--- src/rtl/uart_rx_ctrl_pkg.sv ---
// Shared types and constants for the UART receive controller and its output FIFO.
package uart_rx_ctrl_pkg;

   typedef enum logic [1:0] {
      DISABLED = 2'd0,
      ARMED    = 2'd1,
      RECV     = 2'd2,
      STORE    = 2'd3
   } rx_ctrl_state_t;

   typedef struct packed {
      logic [2:0] error;
      logic [7:0] data;
   } rx_entry_t;

   localparam int ERR_PAR  = 2;
   localparam int ERR_STRT = 1;
   localparam int ERR_STP  = 0;

   function automatic logic any_error(input logic [2:0] err);
      return err[ERR_PAR] | err[ERR_STRT] | err[ERR_STP];
   endfunction

endpackage

--- src/rtl/uart_rx_ctrl_fifo.sv ---
// Synchronous FIFO of received entries; a push on a full FIFO is accepted only
// when a pop frees a slot on the same edge.
module rx_ctrl_fifo
   import uart_rx_ctrl_pkg::*;
#(
   parameter int DEPTH = 4
) (
   input  logic                   clock,
   input  logic                   reset,
   input  logic                   push,
   input  rx_entry_t              push_data,
   input  logic                   pop,
   output rx_entry_t              head,
   output logic                   full,
   output logic                   empty,
   output logic [$clog2(DEPTH):0] level
);

   localparam int PTR_W = $clog2(DEPTH);
   localparam int LVL_W = PTR_W + 1;

   rx_entry_t        mem [DEPTH];
   logic [PTR_W-1:0] wr_ptr;
   logic [PTR_W-1:0] rd_ptr;
   logic             do_push;
   logic             do_pop;

   assign full    = (level == LVL_W'(DEPTH));
   assign empty   = (level == '0);
   assign do_pop  = pop && !empty;
   assign do_push = push && (!full || do_pop);
   assign head    = mem[rd_ptr];

   always_ff @(posedge clock) begin
      if (reset) begin
         wr_ptr <= '0;
         rd_ptr <= '0;
         level  <= '0;
      end else begin
         if (do_push) wr_ptr <= wr_ptr + PTR_W'(1);
         if (do_pop)  rd_ptr <= rd_ptr + PTR_W'(1);
         case ({do_push, do_pop})
            2'b10:   level <= level + LVL_W'(1);
            2'b01:   level <= level - LVL_W'(1);
            default: level <= level;
         endcase
      end
   end

   // Storage needs no reset: the head is masked by the caller while empty.
   always_ff @(posedge clock) begin
      if (do_push) mem[wr_ptr] <= push_data;
   end

endmodule

--- src/rtl/uart_rx_ctrl.sv ---
// UART receive sequencer: latches line config, gates the receive unit, tracks
// frames with a watchdog and buffers completed bytes for a valid/ready consumer.
//
// state    | meaning
// DISABLED | receiver off, config may be latched
// ARMED    | receiver on, waiting for a frame to start
// RECV     | frame in progress, watchdog running
// STORE    | one cycle: push finished frame into the FIFO
module uart_rx_ctrl
   import uart_rx_ctrl_pkg::*;
#(
   parameter int FIFO_DEPTH     = 4,
   parameter int TIMEOUT_CYCLES = 200000
) (
   input  logic                        clock,
   input  logic                        reset,
   input  logic                        cfg_enable,
   input  logic [1:0]                  cfg_baud,
   input  logic [1:0]                  cfg_parity,
   input  logic                        clr_status,
   input  logic                        rx_active,
   input  logic                        rx_done,
   input  logic [2:0]                  rx_error,
   input  logic [7:0]                  rx_data,
   output logic                        rx_enable,
   output logic [1:0]                  baud_rate,
   output logic [1:0]                  parity_type,
   output logic                        m_valid,
   input  logic                        m_ready,
   output logic [7:0]                  m_data,
   output logic [2:0]                  m_error,
   output logic [$clog2(FIFO_DEPTH):0] fifo_level,
   output logic                        busy,
   output logic                        overflow,
   output logic                        timeout,
   output logic [7:0]                  err_count
);

   localparam int TMR_W = (TIMEOUT_CYCLES > 1) ? $clog2(TIMEOUT_CYCLES) : 1;

   rx_ctrl_state_t state;
   rx_ctrl_state_t state_nxt;

   logic [1:0]       act_sync;
   logic [1:0]       done_sync;
   logic             act_prev;
   logic             done_prev;
   logic             act_rise;
   logic             done_rise;

   logic [TMR_W-1:0] timer;
   logic             tmr_tc;
   logic             tmr_load;

   logic             latch_cfg;
   logic             store_req;
   logic             set_tmo;
   logic             set_ovf;
   logic             push_ok;
   logic             err_inc;

   logic             fifo_pop;
   logic             fifo_full;
   logic             fifo_empty;
   rx_entry_t        fifo_in;
   rx_entry_t        fifo_head;

   // Rise detectors are registered so done_rise lands two edges after first sample.
   always_ff @(posedge clock) begin
      if (reset) begin
         act_sync  <= '0;
         done_sync <= '0;
         act_prev  <= 1'b0;
         done_prev <= 1'b0;
         act_rise  <= 1'b0;
         done_rise <= 1'b0;
      end else begin
         act_sync  <= {act_sync[0], rx_active};
         done_sync <= {done_sync[0], rx_done};
         act_prev  <= act_sync[1];
         done_prev <= done_sync[1];
         act_rise  <= act_sync[1] & ~act_prev;
         done_rise <= done_sync[1] & ~done_prev;
      end
   end

   always_ff @(posedge clock) begin
      if (reset) state <= DISABLED;
      else       state <= state_nxt;
   end

   always_comb begin
      state_nxt = state;
      latch_cfg = 1'b0;
      tmr_load  = 1'b0;
      set_tmo   = 1'b0;
      store_req = 1'b0;
      case (state)
         DISABLED: begin
            if (cfg_enable) begin
               latch_cfg = 1'b1;
               state_nxt = ARMED;
            end
         end
         ARMED: begin
            // A done edge here means the start was missed; keep the byte anyway.
            if (done_rise) begin
               state_nxt = STORE;
            end else if (act_rise) begin
               tmr_load  = 1'b1;
               state_nxt = RECV;
            end else if (!cfg_enable) begin
               state_nxt = DISABLED;
            end
         end
         RECV: begin
            if (done_rise) begin
               state_nxt = STORE;
            end else if (tmr_tc) begin
               set_tmo   = 1'b1;
               state_nxt = ARMED;
            end
         end
         STORE: begin
            store_req = 1'b1;
            state_nxt = cfg_enable ? ARMED : DISABLED;
         end
         default: state_nxt = DISABLED;
      endcase
   end

   // Watchdog counts down from TIMEOUT_CYCLES-1; terminal count ends the frame.
   assign tmr_tc = (timer == '0);

   always_ff @(posedge clock) begin
      if (reset) begin
         timer <= '0;
      end else if (tmr_load) begin
         timer <= TMR_W'(TIMEOUT_CYCLES - 1);
      end else if (state == RECV && !tmr_tc) begin
         timer <= timer - TMR_W'(1);
      end
   end

   always_ff @(posedge clock) begin
      if (reset) begin
         baud_rate   <= '0;
         parity_type <= '0;
      end else if (latch_cfg) begin
         baud_rate   <= cfg_baud;
         parity_type <= cfg_parity;
      end
   end

   assign fifo_pop = m_valid && m_ready;
   assign push_ok  = store_req && (!fifo_full || fifo_pop);
   assign set_ovf  = store_req && fifo_full && !fifo_pop;
   assign err_inc  = push_ok && any_error(rx_error);
   assign fifo_in  = '{error: rx_error, data: rx_data};

   // New events take priority over a coincident clear.
   always_ff @(posedge clock) begin
      if (reset) begin
         overflow  <= 1'b0;
         timeout   <= 1'b0;
         err_count <= '0;
      end else begin
         if (set_ovf)         overflow <= 1'b1;
         else if (clr_status) overflow <= 1'b0;

         if (set_tmo)         timeout <= 1'b1;
         else if (clr_status) timeout <= 1'b0;

         if (clr_status)
            err_count <= err_inc ? 8'd1 : 8'd0;
         else if (err_inc && err_count != 8'hFF)
            err_count <= err_count + 8'd1;
      end
   end

   rx_ctrl_fifo #(
      .DEPTH (FIFO_DEPTH)
   ) u_fifo (
      .clock     (clock),
      .reset     (reset),
      .push      (store_req),
      .push_data (fifo_in),
      .pop       (fifo_pop),
      .head      (fifo_head),
      .full      (fifo_full),
      .empty     (fifo_empty),
      .level     (fifo_level)
   );

   assign rx_enable = (state != DISABLED);
   assign busy      = (state == RECV) || (state == STORE);
   assign m_valid   = !fifo_empty;
   assign m_data    = fifo_empty ? 8'd0 : fifo_head.data;
   assign m_error   = fifo_empty ? 3'd0 : fifo_head.error;

endmodule
--- config.mk ---
export PLATFORM = sky130hd
export DESIGN_NAME = uart_rx_ctrl
export DESIGN_NICKNAME = d
export VERILOG_FILES = /design/src/rtl/uart_rx_ctrl_pkg.sv /design/src/rtl/uart_rx_ctrl_fifo.sv /design/src/rtl/uart_rx_ctrl.sv
export SDC_FILE = /design/constraint.sdc
export NUM_CORES = 1
export LEC_CHECK = 0
export BUFFER_PORTS_ARGS = -buffer_cell sky130_fd_sc_hd__buf_2
export CORE_ASPECT_RATIO = 1.25
export CORE_MARGIN = 4
export CORE_UTILIZATION = 40
export CTS_CLUSTER_DIAMETER = 100
export DETAILED_ROUTE_END_ITERATION = 10
export HOLD_SLACK_MARGIN = 0.08
export SYNTH_ARGS = -nofsm -noshare
export SYNTH_HDL_FRONTEND = slang
export SYNTH_SLANG_ARGS = --single-unit
--- constraint.sdc ---
create_clock -name clock -period 3.1 [get_ports clock]
set_clock_uncertainty 0.1 [all_clocks]
set_input_delay 0 -clock clock [delete_from_list [all_inputs] [get_ports clock]]
set_output_delay 0 -clock clock [all_outputs]
set_load 0.1 [all_outputs]
==> impl_metrics.py, run 1 <==
metrics = {
    "floorplan": {
        "die_h_um": 121,
        "initial_core_util": 0.416,
        "rows": 40,
        "io_pins": 53,
        "die_area_mm2": 0.0118,
        "die_w_um": 98.1,
        "core-area_mm2": 0.00976,
    },
    "global_route": {
        "grtUsageTotal": 0.136,
        "grt_max_degree": 37,
        "grt_overflow": 0,
        "grt_pass1_wl_um": 12700,
        "antenna_found_initial": 0,
        "grt_pass1_vias": 2657,
    },
    "drt": {
        "routedWlPerCell_um": 14.4,
        "drtIter0Drc": 81,
        "vias": 2630,
        "routed_via_density": 4.91,
        "drtAntennaViolNets": 0,
        "drcViolationCount": 0,
        "drt-total-wl_um": 7700,
        "firstDrtPassIters": 4,
    },
    "synthesis": {
        "synth_edf_count": 44,
        "post-synth-top-area-cell": "edfxtp_1",
        "ys_seq_area_frac": 0.577,
        "syn_area_per_cell_um2": 12.2,
        "synth-async-reset-ratio": 0,
        "syn_area_mm2": 0.00406,
        "synth_top_area_share": 0.325,
        "ys_warn_count": 0,
        "syn_nets": 363,
        "synth_top_cells_by_area": "edfxtp_1 (33%), dfxtp_1 (25%), mux4_2 (6.1%)",
        "yosys_most_used_dff": "dfxtp_1",
        "yosysUniqueCellTypes": 48,
        "syn_inst": 332,
        "synth_seq_cells": 95,
    },
    "cells_and_area": {
        "drive_gt1_frac": 0.229,
        "area.growth.synth_to_final_pct": 21.1,
        "design_area_mm2": 0.00492,
        "filler_cell_count": 900,
        "diodes": 0,
        "multi_input_area_mm2": 0.00161,
        "final_cell_mix": "buf_2 (52), dfxtp_1 (51), edfxtp_1 (44)",
        "layout_commonest_cell": "buf_2",
        "seq_area_mm2": 0.00234,
        "final_nets": 436,
    },
    "clock_tree": {
        "clock-sinks": 95,
        "cts_buffer_depth": 2,
        "clk_pin_slew_ns": 0.06,
        "numCtsBuffers": 9,
        "tritoncts": "built",
        "clk_latency_ns": 0.34,
        "clockRootBuffer": "clkbuf_16",
        "htreeDepth": 3,
    },
    "timing": {
        "setup_tns_ns": 0,
        "worst_pin_slew_ns": 0.778,
        "rsz0062_at_grt": "no",
        "setup_violations": 0,
        "timing.final.crit_period_ns": 2.53,
        "fin_crit_sh": 0.817,
        "maxSlewHeadroom": 0.481,
        "finalMaxSlewViolations": 0,
        "finalHoldViolations": 0,
        "max_freq_mhz": 395,
    },
    "critical_path": {
        "end_kind": "flip-flop",
        "crit_type": "reg2reg",
        "worstPathRequired_ns": 3.26,
        "worstPathArrival_ns": 2.70,
        "r2r_start": "u_fifo.level[0]",
        "cp-startpoint": "u_fifo.level[0]",
        "start_kind": "flip-flop",
        "crit_fanout": 7,
    },
    "placed_design": {
        "dpl_cell_area_mm2": 0.00441,
        "post-dp-hpwl_um": 5070,
        "portBuffers": 52,
        "place_congestion": 0.761,
    },
    "power": {
        "p_clk_frac": 0.398,
        "vdd_drop_max_uv": 343,
        "p_per_area_mw_per_mm2": 505,
        "seqPwrFrac": 0.536,
        "p_switching_uw": 565,
        "pwr-share-comb": 0.066,
        "swShare": 0.227,
        "intPower_uw": 1920,
        "total_leakage_power_uw": 0.00182,
    },
    "hold_path": {
        "min_path_type": "reg2reg",
        "min-delay-start": "done_prev",
    },
    "run_status": {
        "status": "finished, final reports clean",
    },
    "run": {
        "max-cap-violations": 0,
    },
}
## kinds of logic after synthesis
logic type | Yosys count | synth area share
buffers and inverters | 25 | 0.0262
adders and majority gates | 9 | 0.0296
muxes | 19 | 0.0816
DFF | 95 | 0.577
and+or+nand+nor | 125 | 0.182
AOI/OAI and AO/OA | 32 | 0.0456
xor gates and xnor gates | 27 | 0.0582
## stage by stage
step	setup WS, ns	power [uW]	hold slack (ns)	std cells	util
6_report	0.567	2480	0.287	536	0.504
3_3_place_gp	0.693	1500	0.111	496	0.452
2_1_floorplan	0.133	1460	-0.00113	332	-
5_1_grt	0.388	2580	0.288	536	0.504
3_5_place_dp	0.596	1500	0.115	496	0.452
4_1_cts	0.577	2520	0.284	536	0.504
## registers in the layout, indices dropped and copies added (netlist names), 3 cells and up, named ones only
name,cells
u_fifo.mem,44
timer,18
err_count,8
u_fifo.level,3
## path summary, 6_finish.rpt
path	to	slack, ns	cells past startpoint
worst max-delay path	u_fifo.level[2]	0.57	9
worst min-delay path	done_rise	0.29	1
worst max register to register	u_fifo.level[2]	0.57	9
worst min register to register	done_rise	0.29	1
## power by group through the flow
stage	Sequential, uW	Clock (uW)	Combinational [uW]
3_5_place_dp	1360	0	141
2_1_floorplan	1380	0	81.5
6_report	1330	988	165
3_3_place_gp	1360	0	139
4_1_cts	1330	1020	165
5_1_grt	1330	1080	177
## synthesized netlist by cell type (2+ instances only)
cell / number
nand3_1: 5
dfxtp_1: 51
nor4_1: 2
buf_2: 3
and2_1: 17
nand2_1: 15
xor2_1: 14
o21ai_0: 5
or2_2: 2
a21oi_1: 17
nor2_1: 38
o211ai_1: 3
o21ai_1: 2
clkbuf_1: 9
edfxtp_1: 44
or3_1: 3
nor4_4: 2
inv_1: 11
and4bb_2: 2
nand4_1: 3
mux4_2: 11
nor4b_2: 3
mux2i_1: 5
nand2b_1: 2
ha_1: 8
mux2_2: 3
nor3_1: 10
nor2b_1: 10
xnor2_1: 13
## worst max-delay path, stage by stage, from the launching register on
cell and delay [ns]:
dfxtp_1 0.35, nor4b_2 0.44, nor2_1 0.21, inv_1 0.13, ha_1 0.19, inv_1 0.06
fa_1 0.37, xor2_1 0.16, or3_1 0.31, a21oi_1 0.14
## area by class of cell
type | instances | share of cell area
inverter | 11 | 0.00839
clock inverter | 6 | 0.00738
multi-input combinational | 212 | 0.328
timing repair buffer | 76 | 0.102
clock buffer | 10 | 0.0465
tap | 126 | 0.0320
sequential | 95 | 0.476
## routing by layer
| layer | part of all wire | vias up | global-route usage |
|---|---|---|---|
| li1 | - | 1323 | - |
| met1 | 0.44 | 1244 | 0.165 |
| met2 | 0.49 | 53 | 0.227 |
| met3 | 0.041 | 10 | 0.0242 |
| met4 | 0.026 | 0 | 0.0779 |
| met5 | 0 | - | 0 |
## what timing repair did
| action | CTS | global route |
|---|---|---|
| hold buffers | 24 | 0 |
| setup buffers | 0 | 0 |
| endpoints found under the hold margin | 67 | 0 |
| gates resized for setup | 0 | 0 |
(Power assumes the default switching activity.)
==> run 2, diff against run 1 <==
==> constraint.sdc (replaced) <==
create_clock -name clock -period 2.5 [get_ports clock]
set_clock_uncertainty 0.1 [all_clocks]
set_input_delay 0 -clock clock [delete_from_list [all_inputs] [get_ports clock]]
set_output_delay 0 -clock clock [all_outputs]
set_load 0.1 [all_outputs]
==> impl_metrics.py, run 2 (same netlist as run 1, synthesis figures left out) <==
metrics = {
    "run_status": {
        "status": "finished, final reports clean",
    },
    "global_route": {
        "grt_overflow": 0,
        "antenna_found_initial": 0,
        "grtUsageTotal": 0.136,
        "grt_pass1_wl_um": 12900,
        "grt_max_degree": 25,
        "grt_pass1_vias": 2749,
    },
    "drt": {
        "drcViolationCount": 0,
        "drtIter0Drc": 63,
        "firstDrtPassIters": 4,
        "routed_via_density": 4.92,
        "vias": 2668,
        "drt-total-wl_um": 7580,
        "drtAntennaViolNets": 0,
        "routedWlPerCell_um": 14.0,
    },
    "cells_and_area": {
        "top_register": "u_fifo.mem",
        "biggestRegsByFlops": "u_fifo.mem x44, timer x18, err_count x8",
        "final_nets": 442,
        "fin_util": 0.513,
        "largest_register_ffs": 44,
        "final_cell_mix": "buf_2 (52), dfxtp_1 (48), edfxtp_1 (44)",
        "area.growth.synth_to_final_pct": 23.2,
        "diodes": 0,
        "design_area_mm2": 0.00500,
        "filler_cell_count": 885,
        "drive_gt1_frac": 0.248,
        "layout_commonest_cell": "buf_2",
    },
    "floorplan": {
        "core-area_mm2": 0.00976,
        "initial_core_util": 0.416,
        "die_area_mm2": 0.0118,
        "die_h_um": 121,
        "rows": 40,
        "die_w_um": 98.1,
        "io_pins": 53,
    },
    "critical_path": {
        "start_kind": "flip-flop",
        "cpPeakStageDelay_ns": 0.38,
        "worst_path_most_repeated_cell": "inv_1",
        "slowest_stage": "fa_1",
        "path_buf_inv": 2,
        "r2r_start": "u_fifo.level[0]",
        "worstPathRequired_ns": 2.65,
        "path_cells": "nor4b_4, nor2_1, inv_1, ha_1, inv_1, fa_1, xor2_1, or3_1, a21oi_1",
        "path_delay_family": "simple AND/OR/NAND/NOR gates",
        "end_kind": "flip-flop",
        "cp-startpoint": "u_fifo.level[0]",
        "crit_fanout": 5,
        "worstPathArrival_ns": 2.50,
        "crit_type": "reg2reg",
    },
    "timing": {
        "finalMaxSlewViolations": 0,
        "whs_ns": 0.288,
        "finalHoldViolations": 0,
        "worst_pin_slew_ns": 0.597,
        "timing.final.crit_period_ns": 2.35,
        "maxSlewHeadroom": 0.602,
        "rsz0062_at_grt": "no",
        "setup_violations": 0,
        "setup_tns_ns": 0,
        "fin_crit_sh": 0.939,
        "max_freq_mhz": 426,
    },
    "placed_design": {
        "portBuffers": 52,
        "dpl_cell_area_mm2": 0.00447,
        "post-dp-hpwl_um": 5250,
        "place_congestion": 0.765,
    },
    "power": {
        "p_per_area_mw_per_mm2": 635,
        "total_leakage_power_uw": 0.00186,
        "vdd_drop_max_uv": 431,
    },
    "clock_tree": {
        "clk_latency_ns": 0.33,
        "tritoncts": "built",
        "clk_pin_slew_ns": 0.07,
        "htreeDepth": 3,
        "cts_setup_buffers": 0,
        "clockRootBuffer": "clkbuf_16",
        "cts_buffer_depth": 2,
        "numCtsBuffers": 9,
        "clock-sinks": 95,
    },
    "run": {
        "max-cap-violations": 0,
    },
    "hold_path": {
        "min-delay-start": "act_prev",
        "min_path_type": "reg2reg",
    },
}
==> run 2: changes by cell type in the layout (fill, tap and decap cells not counted), sizes merged <==
cell and delta:
bufinv +1, clkbuf +1, clkinvlp -1, clkinv -1, buf +7, dlygate4sd3 -1
==> run 2: worst reg2reg max path, delay by kind of cell, from the launching register on <==
| kind | cells | cell delay [ns] |
|---|---|---|
| AO/OA/AOI/OAI | 1 | 0.16 |
| flip-flops | 1 | 0.35 |
| AND/OR/NAND/NOR | 3 | 0.79 |
| adder cells (fa/ha/maj) | 2 | 0.57 |
| buffers and inverters | 2 | 0.15 |
| XOR/XNOR | 1 | 0.16 |
==> run 2: power breakdown <==
group / internal, uW / switching, uW
clock network: 777 / 546
registers: 1640 / 10.9
logic: 73.8 / 130
total: 2490 / 687
==> run 2: area by class of cell <==
cell class	instances	area (um^2)	share of cell area
flip-flops and latches	95	2350	0.469
clock inverters	5	58.8	0.0118
repair buffers	82	543	0.109
well taps	126	158	0.0315
clock buffers	11	233	0.0465
inverters	11	41.3	0.00825
multi-input cells	212	1620	0.324
==> run 2: metrics by stage <==
step           instances  setup WS, ns  total power (uW)
3_5_place_dp         503        0.0286              1860
3_3_place_gp         503         0.222              1860
5_1_grt              542        0.0265              3310
4_1_cts              542        0.0151              3210
2_1_floorplan        332      0.000892              1810
6_report             542         0.152              3180
==> run 2: routing by layer <==
metal	global-route usage	part of all wire
met1	0.158	0.43
met2	0.243	0.51
met3	0.0346	0.043
met4	0.0442	0.010
met5	0	0
==> run 2: path summary, 6_finish.rpt <==
check                                       end  slack, ns  cells past startpoint
worst max-delay path            u_fifo.level[2]       0.15                      9
worst min register to register         act_rise       0.29                      1
worst min-delay path                   act_rise       0.29                      1
worst max register to register  u_fifo.level[2]       0.15                      9
==> run 2: timing repair <==
action,4_1_cts,5_1_grt
hold buffers,23,0
hold endpoints to repair,74,0
resized for setup,0,1
setup endpoints to repair,0,1
==> run 3, diff against run 2 <==
--- a/config.mk
+++ b/config.mk
@@ -12,6 +12,7 @@
 export CTS_CLUSTER_DIAMETER = 100
 export DETAILED_ROUTE_END_ITERATION = 10
 export HOLD_SLACK_MARGIN = 0.08
+export REMOVE_ABC_BUFFERS = 1
 export SYNTH_ARGS = -nofsm -noshare
 export SYNTH_HDL_FRONTEND = slang
 export SYNTH_SLANG_ARGS = --single-unit
==> impl_metrics.py, run 3 (same netlist as run 1, synthesis figures left out) <==
metrics = {
    "run_status": {
        "status": "finished, final reports clean",
    },
    "clock_tree": {
        "clockRootBuffer": "clkbuf_16",
        "clk_latency_ns": 0.34,
        "clock-sinks": 95,
        "htreeDepth": 3,
        "numCtsBuffers": 9,
        "clk_pin_slew_ns": 0.07,
        "ctsResizeCount": 0,
        "cts_buffer_depth": 2,
        "tritoncts": "built",
    },
    "floorplan": {
        "die_w_um": 98.1,
        "die_h_um": 121,
        "io_pins": 53,
        "core-area_mm2": 0.00976,
        "initial_core_util": 0.416,
        "rows": 40,
        "die_area_mm2": 0.0118,
    },
    "global_route": {
        "grt_overflow": 0,
        "grt_pass1_vias": 2710,
        "grtUsageTotal": 0.137,
        "grt_pass1_wl_um": 12900,
        "grt_max_degree": 28,
        "antenna_found_initial": 0,
    },
    "timing": {
        "maxSlewHeadroom": 0.609,
        "setup_tns_ns": 0,
        "whs_ns": 0.281,
        "max_freq_mhz": 438,
        "timing.final.crit_period_ns": 2.29,
        "finalHoldViolations": 0,
        "worst_pin_slew_ns": 0.586,
        "rsz0062_at_grt": "no",
        "setup_violations": 0,
        "finalMaxSlewViolations": 0,
        "fin_crit_sh": 0.914,
    },
    "hold_path": {
        "min_path_type": "reg2reg",
    },
    "drt": {
        "routed_via_density": 4.90,
        "firstDrtPassIters": 4,
        "drcViolationCount": 0,
        "drtIter0Drc": 58,
        "routedWlPerCell_um": 13.9,
        "drt-total-wl_um": 7570,
        "vias": 2674,
        "drtAntennaViolNets": 0,
    },
    "cells_and_area": {
        "seq_area_mm2": 0.00234,
        "design_area_mm2": 0.00508,
        "largest_register_ffs": 44,
        "drive_gt1_frac": 0.245,
        "layout_commonest_cell": "buf_2",
        "final_nets": 446,
        "top_register": "u_fifo.mem",
        "final_cell_mix": "buf_2 (52), dfxtp_1 (51), edfxtp_1 (44)",
        "area.growth.synth_to_final_pct": 25.0,
        "multi_input_area_mm2": 0.00161,
        "biggestRegsByFlops": "u_fifo.mem x44, timer x18, err_count x8",
        "diodes": 0,
        "instances_no_fill": 546,
        "filler_cell_count": 853,
    },
    "power": {
        "p_per_area_mw_per_mm2": 672,
        "vdd_drop_max_uv": 333,
        "total_leakage_power_uw": 0.00190,
    },
    "critical_path": {
        "critPathCapture": "u_fifo.level[2]",
        "worstPathRequired_ns": 2.67,
        "r2r_slack_ns": 0.21,
        "r2r_cells": 9,
        "crit_fanout": 5,
        "worstPathArrival_ns": 2.45,
        "reg2reg_to": "u_fifo.level[2]",
        "end_kind": "flip-flop",
        "cp-startpoint": "u_fifo.level[0]",
        "r2r_start": "u_fifo.level[0]",
        "crit_type": "reg2reg",
        "start_kind": "flip-flop",
    },
    "placed_design": {
        "portBuffers": 52,
        "post-dp-hpwl_um": 5160,
        "place_congestion": 0.815,
        "dpl_cell_area_mm2": 0.00448,
        "dp.cells": 505,
    },
    "run": {
        "max-cap-violations": 0,
    },
}
==> run 3: worst min-delay path by stage <==
stage / start / to / cells after the start
floorplan: reset / err_count[0] / 1
global placement: rx_active / act_sync[0] / 2
detailed placement: rx_done / done_sync[0] / 2
CTS: act_prev / act_rise / 1
global route: done_prev / done_rise / 1
finish: act_prev / act_rise / 1
==> run 3: stage by stage <==
step	worst slack, ns	util	power, uW
5_1_grt	0.0221	0.520	3540
3_5_place_dp	0.238	0.459	1860
2_1_floorplan	-1.07	-	1800
6_report	0.215	0.520	3410
3_3_place_gp	0.326	0.459	1860
4_1_cts	0.197	0.520	3440
==> run 3: layout make-up <==
type | instances | area share
Timing Repair Buffer | 86 | 0.114
Multi-Input combinational cell | 212 | 0.318
Sequential cell | 95 | 0.461
Inverter | 11 | 0.00813
Clock inverter | 6 | 0.0227
Clock buffer | 10 | 0.0451
Tap cell | 126 | 0.0311
==> run 3: power breakdown <==
part | internal, uW | switching (uW) | total, uW
combinational | 79.0 | 133 | 212
sequential | 1640 | 11.5 | 1650
clock | 984 | 564 | 1550
==> run 3: metal layers <==
| layer | share of wire | wire length [um] | vias to the layer above | track usage |
|---|---|---|---|---|
| met4 | 0.017 | 129 | 0 | 0.0615 |
| met3 | 0.051 | 386 | 10 | 0.0340 |
| met5 | 0 | 0 | - | 0 |
| met1 | 0.43 | 3240 | 1265 | 0.165 |
| li1 | - | - | 1343 | - |
| met2 | 0.50 | 3810 | 56 | 0.230 |
==> run 3: repair_timing <==
item | 4_1_cts | 5_1_grt
buffers inserted | 0 | 0
hold buffers | 25 | 0
endpoints found under the hold margin | 76 | 0
==> run 3: critical path, stage by stage, from the launching register on <==
cell     delay, ns
dfxtp_1       0.35
nor4b_2       0.34
nor2_1        0.11
inv_1         0.08
ha_1          0.18
inv_1         0.06
fa_1          0.39
xor2_1        0.17
or3_1         0.31
a21oi_1       0.13
